===== src/rtl/os_array_scheduler.sv =====
// Job sequencer for an output-stationary systolic array: clear, activation load,
// compute wavefront and handshaked row drain, driving the array's shared control nets.
module os_array_scheduler #(
  parameter int ROWS  = 4,
  parameter int COLS  = 4,
  parameter int STAGE = 0,
  parameter int K_W   = 8,
  parameter int CNT_W = K_W + 4,
  localparam int RW   = (ROWS > 1) ? $clog2(ROWS) : 1
) (
  input  logic            clk,
  input  logic            rst,
  input  logic            start,
  input  logic [K_W-1:0]  k_len,
  input  logic            abort,
  input  logic            stall,
  input  logic            drain_ready,
  output logic            busy,
  output logic            done,
  output logic            reg_clear,
  output logic            pipeline_en,
  output logic [ROWS-1:0] cell_en,
  output logic [ROWS-1:0] cell_sc_en,
  output logic            cscan_en,
  output logic            drain_valid,
  output logic [RW-1:0]   drain_row
);

  typedef enum logic [2:0] {
    S_IDLE,
    S_CLEAR,
    S_LOAD,
    S_COMPUTE,
    S_DRAIN,
    S_DONE
  } state_e;

  state_e           state_q, state_d;
  logic [K_W-1:0]   kLen_q, kLen_d;
  logic [RW-1:0]    loadCnt_q, loadCnt_d;
  logic [CNT_W-1:0] computeCnt_q, computeCnt_d;
  logic [RW-1:0]    rowCnt_q, rowCnt_d;
  logic             abortPend_q, abortPend_d;

  logic            busy_q, done_q, regClear_q, compute_q, cscanEn_q;
  logic [ROWS-1:0] cellEn_q, cellEn_d, cellScEn_q, cellScEn_d;
  logic [RW-1:0]   drainRow_q;

  logic [CNT_W-1:0] window;
  logic [CNT_W-1:0] total;

  assign window = CNT_W'(kLen_q) + CNT_W'(COLS + STAGE - 1);
  assign total  = window + CNT_W'(ROWS - 1);

  always_comb begin
    state_d      = state_q;
    kLen_d       = kLen_q;
    loadCnt_d    = loadCnt_q;
    computeCnt_d = computeCnt_q;
    rowCnt_d     = rowCnt_q;
    abortPend_d  = abortPend_q;
    case (state_q)
      S_IDLE: begin
        if (start && (k_len != '0)) begin
          state_d     = S_CLEAR;
          kLen_d      = k_len;
          abortPend_d = 1'b0;
        end
      end
      S_CLEAR: begin
        if (abortPend_q || abort) begin
          state_d     = S_IDLE;
          abortPend_d = 1'b0;
        end else begin
          state_d   = S_LOAD;
          loadCnt_d = '0;
        end
      end
      S_LOAD: begin
        if (abort) begin
          state_d     = S_CLEAR;
          abortPend_d = 1'b1;
        end else if (loadCnt_q == RW'(ROWS - 1)) begin
          state_d      = S_COMPUTE;
          computeCnt_d = '0;
        end else begin
          loadCnt_d = loadCnt_q + 1'b1;
        end
      end
      S_COMPUTE: begin
        if (abort) begin
          state_d     = S_CLEAR;
          abortPend_d = 1'b1;
        end else if (!stall) begin
          if (computeCnt_q == total - 1'b1) begin
            state_d  = S_DRAIN;
            rowCnt_d = '0;
          end else begin
            computeCnt_d = computeCnt_q + 1'b1;
          end
        end
      end
      S_DRAIN: begin
        if (abort) begin
          state_d     = S_CLEAR;
          abortPend_d = 1'b1;
        end else if (drain_ready) begin
          if (rowCnt_q == RW'(ROWS - 1)) begin
            state_d = S_DONE;
          end else begin
            rowCnt_d = rowCnt_q + 1'b1;
          end
        end
      end
      S_DONE: begin
        if (abort) begin
          state_d     = S_CLEAR;
          abortPend_d = 1'b1;
        end else begin
          state_d = S_IDLE;
        end
      end
      default: state_d = S_IDLE;
    endcase
    if (state_d == S_IDLE) begin
      loadCnt_d    = '0;
      computeCnt_d = '0;
      rowCnt_d     = '0;
    end
  end

  // Outputs are decoded from the next state and counters so they line up with state_q.
  always_comb begin
    cellEn_d   = '0;
    cellScEn_d = '0;
    for (int r = 0; r < ROWS; r++) begin
      cellScEn_d[r] = (state_d == S_LOAD) && (loadCnt_d == RW'(r));
      cellEn_d[r]   = (state_d == S_COMPUTE) && (computeCnt_d >= CNT_W'(r)) &&
                      (computeCnt_d < CNT_W'(r) + window);
    end
  end

  always_ff @(posedge clk or posedge rst) begin
    if (rst) begin
      state_q      <= S_IDLE;
      kLen_q       <= '0;
      loadCnt_q    <= '0;
      computeCnt_q <= '0;
      rowCnt_q     <= '0;
      abortPend_q  <= 1'b0;
      busy_q       <= 1'b0;
      done_q       <= 1'b0;
      regClear_q   <= 1'b0;
      compute_q    <= 1'b0;
      cscanEn_q    <= 1'b0;
      cellEn_q     <= '0;
      cellScEn_q   <= '0;
      drainRow_q   <= '0;
    end else begin
      state_q      <= state_d;
      kLen_q       <= kLen_d;
      loadCnt_q    <= loadCnt_d;
      computeCnt_q <= computeCnt_d;
      rowCnt_q     <= rowCnt_d;
      abortPend_q  <= abortPend_d;
      busy_q       <= (state_d != S_IDLE);
      done_q       <= (state_d == S_DONE);
      regClear_q   <= (state_d == S_CLEAR);
      compute_q    <= (state_d == S_COMPUTE);
      cscanEn_q    <= (state_d == S_DRAIN);
      cellEn_q     <= cellEn_d;
      cellScEn_q   <= cellScEn_d;
      drainRow_q   <= (state_d == S_DRAIN) ? rowCnt_d : '0;
    end
  end

  // The pipeline must freeze in the very cycle the feeder stalls, so stall gates a registered flag.
  assign pipeline_en = compute_q & ~stall;
  assign busy        = busy_q;
  assign done        = done_q;
  assign reg_clear   = regClear_q;
  assign cell_en     = cellEn_q;
  assign cell_sc_en  = cellScEn_q;
  assign cscan_en    = cscanEn_q;
  assign drain_valid = cscanEn_q;
  assign drain_row   = drainRow_q;

endmodule

===== config.mk =====
export PLATFORM = sky130hd
export DESIGN_NAME = os_array_scheduler
export DESIGN_NICKNAME = d
export VERILOG_FILES = /design/src/rtl/os_array_scheduler.sv
export SDC_FILE = /design/constraint.sdc
export NUM_CORES = 1
export LEC_CHECK = 0
export CORE_MARGIN = 5
export CORE_UTILIZATION = 65
export DETAILED_ROUTE_END_ITERATION = 10
export PLACE_DENSITY = 0.87
export SLEW_MARGIN = 20
export SYNTH_ARGS = -nofsm -noshare
export SYNTH_HDL_FRONTEND = slang
export SYNTH_SLANG_ARGS = --single-unit

===== constraint.sdc =====
create_clock -name clk -period 9.7 [get_ports clk]
set_clock_uncertainty 0.15 [all_clocks]
set_input_delay 0.97 -clock clk [delete_from_list [all_inputs] [get_ports clk]]
set_output_delay 0.97 -clock clk [all_outputs]
set_load 0.1 [all_outputs]

==> flow_metrics.py <==
metrics = {
    "status": {
        "status": "finished clean",
    },
    "die": {
        "rows": 29,
        "core_area_sq_mm": 0.006277,
        "io_pins": 30,
        "die_area_sq_mm": 0.008096,
        "start_util": 0.6623,
        "die_y_um": 89.98,
        "chipWidth_um": 89.98,
    },
    "power_and_ir_drop": {
        "leakage_uw": 0.002001,
        "peakVddDrop_mv": 0.2361,
        "power_density_mw_per_mm2": 297.8,
        "total_power_uw": 1346,
    },
    "worst_setup_path": {
        "cpMaxStageDelayCell": "dfrtp_1",
        "crit_fanout": 21,
        "worstSetupPathType": "reg2reg",
        "crit_path_max_incr_delay_ps": 830,
        "end_kind": "flip-flop",
        "required_ps": 9750,
        "path_delay_family": "compound AO/OA/AOI/OAI gates",
        "worstPathArrival_ps": 7340,
        "startpoint_type": "flip-flop",
        "cp_num_buf_inv": 4,
    },
    "timing": {
        "rsz0062_at_grt": "false",
        "worst-slew-pin-transition_ps": 979.7,
        "slew_viol_final": 0,
        "fin_crit_ps": 7288,
        "slew_headroom": 0.3448,
        "timing.fmax_ghz": 0.1372,
        "finalSetupViolations": 0,
        "hold_viol": 0,
        "setup_tns_ps": 0,
        "fin_crit_sh": 0.7513,
    },
    "placement": {
        "routabilityCongestion": 0.9829,
        "hpwl_um": 8557,
        "dpl_cell_area_sq_mm": 0.004436,
        "port_buffers": 29,
    },
    "route": {
        "num_vias": 3902,
        "routed_via_density": 6.659,
        "totalWireLength_um": 11120,
        "route.detailed.wl_per_inst_um": 18.98,
        "drtIter0Drc": 306,
        "drcViolationCount": 0,
        "drtAntennaViolNets": 0,
        "firstDrtPassIters": 5,
    },
    "yosys": {
        "yosysWarningCount": 0,
        "netlist.area_leader.share": 0.2588,
        "synthFlopType": "dfrtp_1",
        "synth_area_sq_mm": 0.004158,
        "synth_edf_count": 0,
        "synth-seq-cells": 43,
        "syn_area_per_cell_sq_um": 8.451,
        "async_reset_ff_frac": 1.000,
        "yosysUniqueCellTypes": 80,
        "ys_seq_area_frac": 0.2588,
        "synth_top_cell_by_area": "dfrtp_1",
        "synthCells": 492,
        "yosys-top-cells-area": "dfrtp_1 (26%), ha_1 (12%), nand2_1 (3.9%)",
    },
    "grt": {
        "grt_max_degree": 44,
        "overflow": 0,
        "grt_pass1_wl_um": 18160,
        "grt_pass1_vias": 3689,
        "grt_use_total": 0.2683,
        "antenna_found_initial": 0,
    },
    "clocking": {
        "clock_sinks": 43,
        "clk_latency_ps": 300,
        "cts_resized": 0,
        "ctsHoldBuffers": 0,
        "clockBufferDepth": 2,
        "clockRootBuffer": "clkbuf_8",
        "clk_pin_slew_ps": 80,
        "cts_buffers": 5,
        "cts_htree_levels": 2,
        "cts_setup_buffers": 0,
        "cts_tree": "built",
    },
    "layout": {
        "utilization": 0.7202,
        "syn2layout_area_growth_pct": 8.727,
        "layout-drive-gt1-share": 0.07859,
        "nFillCells": 483,
        "fin_area_sq_mm": 0.004521,
        "diodes": 0,
        "nets": 561,
    },
    "hold_path": {
        "hold_path.class": "reg2reg",
    },
    "run": {
        "max_cap_viol_count": 0,
    },
}
## worst register-to-register path: stages (launching register included)
cell	delay [ps]
dfrtp_1	830
inv_1	270
ha_1	360
xor2_1	330
inv_1	130
ha_1	260
inv_1	150
a21boi_0	130
or3_1	390
a221oi_2	360
a31oi_1	170
nand4bb_1	260
o211a_1	150
or3_1	470
or4_4	480
a21oi_4	350
inv_2	170
and2_1	270
ha_1	330
o21a_1	170
o21a_1	160
o21ai_0	250
a31oi_1	60
o21ai_0	160
nand4_1	130
a211oi_1	260
## cell usage in the layout, fill, tap and decap left out, types with 3 or more instances in the layout
cell,netlist,routed
inv_1,20,19
mux2_2,8,8
o211a_1,5,5
clkbuf_8,0,5
nand3_1,15,15
o211ai_1,8,8
o22ai_1,3,3
mux2i_1,3,3
or4_1,4,4
xor2_1,10,10
clkdlybuf4s50_1,0,29
o21a_1,5,5
a31oi_1,10,10
conb_1,1,3
dfrtp_1,43,43
xnor2_1,17,17
nand4_1,8,8
o2111ai_1,3,3
o21ai_0,17,17
a211oi_1,4,4
ha_1,39,39
nor2_1,43,43
a21o_1,6,6
and3_1,7,7
nor4_1,8,8
nand2b_1,5,5
and2_1,16,16
nand2_1,43,43
a21oi_1,29,29
or3_1,5,5
nor3_1,16,16
nor2b_1,10,10
## path summary, 6_finish.rpt
kind | startpoint | endpoint | slack (ps) | depth (start not counted)
max in group asynchronous | rst | cell_en[2] | 8040 | 3
min | kLen_q[7] | kLen_q[7] | 420 | 1
min reg2reg | kLen_q[7] | kLen_q[7] | 420 | 1
max reg2reg | kLen_q[0] | cell_en[3] | 2410 | 25
min in group asynchronous | rst | kLen_q[3] | 970 | 3
max | kLen_q[0] | cell_en[3] | 2410 | 25
## where the power goes
part	switching [uW]	internal (uW)
Clock	65.1	50.4
Sequential	79.4	212
Combinational	594	345
## kinds of logic after synthesis
group | synth area share
other | 0.0009019
adders and majority gates | 0.1174
buffers and inverters | 0.05146
muxes | 0.02889
xor gates and xnor gates | 0.07523
DFF | 0.2588
AOI/OAI and AO/OA | 0.2074
and+or+nand+nor | 0.2600
## cell usage after synthesis (3+ instances only)
| cell | n |
|---|---|
| nand2_1 | 43 |
| nand2b_1 | 5 |
| ha_1 | 39 |
| nor4_1 | 8 |
| nor2_1 | 43 |
| o211a_1 | 5 |
| a211oi_1 | 4 |
| inv_1 | 20 |
| o2111ai_1 | 3 |
| mux2i_1 | 3 |
| clkbuf_1 | 12 |
| xor2_1 | 10 |
| nand3_1 | 15 |
| o22ai_1 | 3 |
| or3_1 | 5 |
| a21oi_1 | 29 |
| o21a_1 | 5 |
| nand4_1 | 8 |
| dfrtp_1 | 43 |
| o211ai_1 | 8 |
| xnor2_1 | 17 |
| o21ai_0 | 17 |
| nor3_1 | 16 |
| nor2b_1 | 10 |
| mux2_2 | 8 |
| buf_2 | 3 |
| a31oi_1 | 10 |
| a21o_1 | 6 |
| buf_4 | 6 |
| and3_1 | 7 |
| and2_1 | 16 |
| or4_1 | 4 |
## sequential cells by signal (all words and copies together) (netlist names)
signal / count
computeCnt_q: 12
kLen_q: 8
cell_en: 4
cell_sc_en: 4
state_q: 3
drain_row: 2
loadCnt_q: 2
rowCnt_q: 2
abortPend_q: 1
busy: 1
compute_q: 1
cscan_en: 1
done: 1
reg_clear: 1
## routing by layer
layer / track usage / up-vias / wire (um)
met5: 0 / - / 0
met4: 0.09801 / 0 / 365
met3: 0.03673 / 46 / 746
met2: 0.4585 / 190 / 5493
met1: 0.3450 / 1831 / 4515
li1: - / 1835 / -
## metrics by stage
| step | hold WS [ps] | setup slack [ps] | instances |
|---|---|---|---|
| after CTS | 422.2 | 2567 | 586 |
| after global routing | 452.5 | 1859 | 586 |
| after global placement | 395.1 | 2858 | 578 |
| final | 421.9 | 2412 | 586 |
| after detailed placement | 402.5 | 2600 | 578 |
| after floorplan | 364.4 | 3602 | 494 |
## layout make-up
cell class / instances / area (sq um) / share of cell area
multi-input cells: 405 / 2875 / 0.6360
flip-flops and latches: 43 / 1076 / 0.2380
repair buffers: 31 / 305.3 / 0.06753
well taps: 77 / 96.34 / 0.02131
inverters: 22 / 82.58 / 0.01827
clock buffers: 6 / 72.57 / 0.01605
clock inverters: 2 / 12.51 / 0.002768
Power figures use the tool's default switching activity.
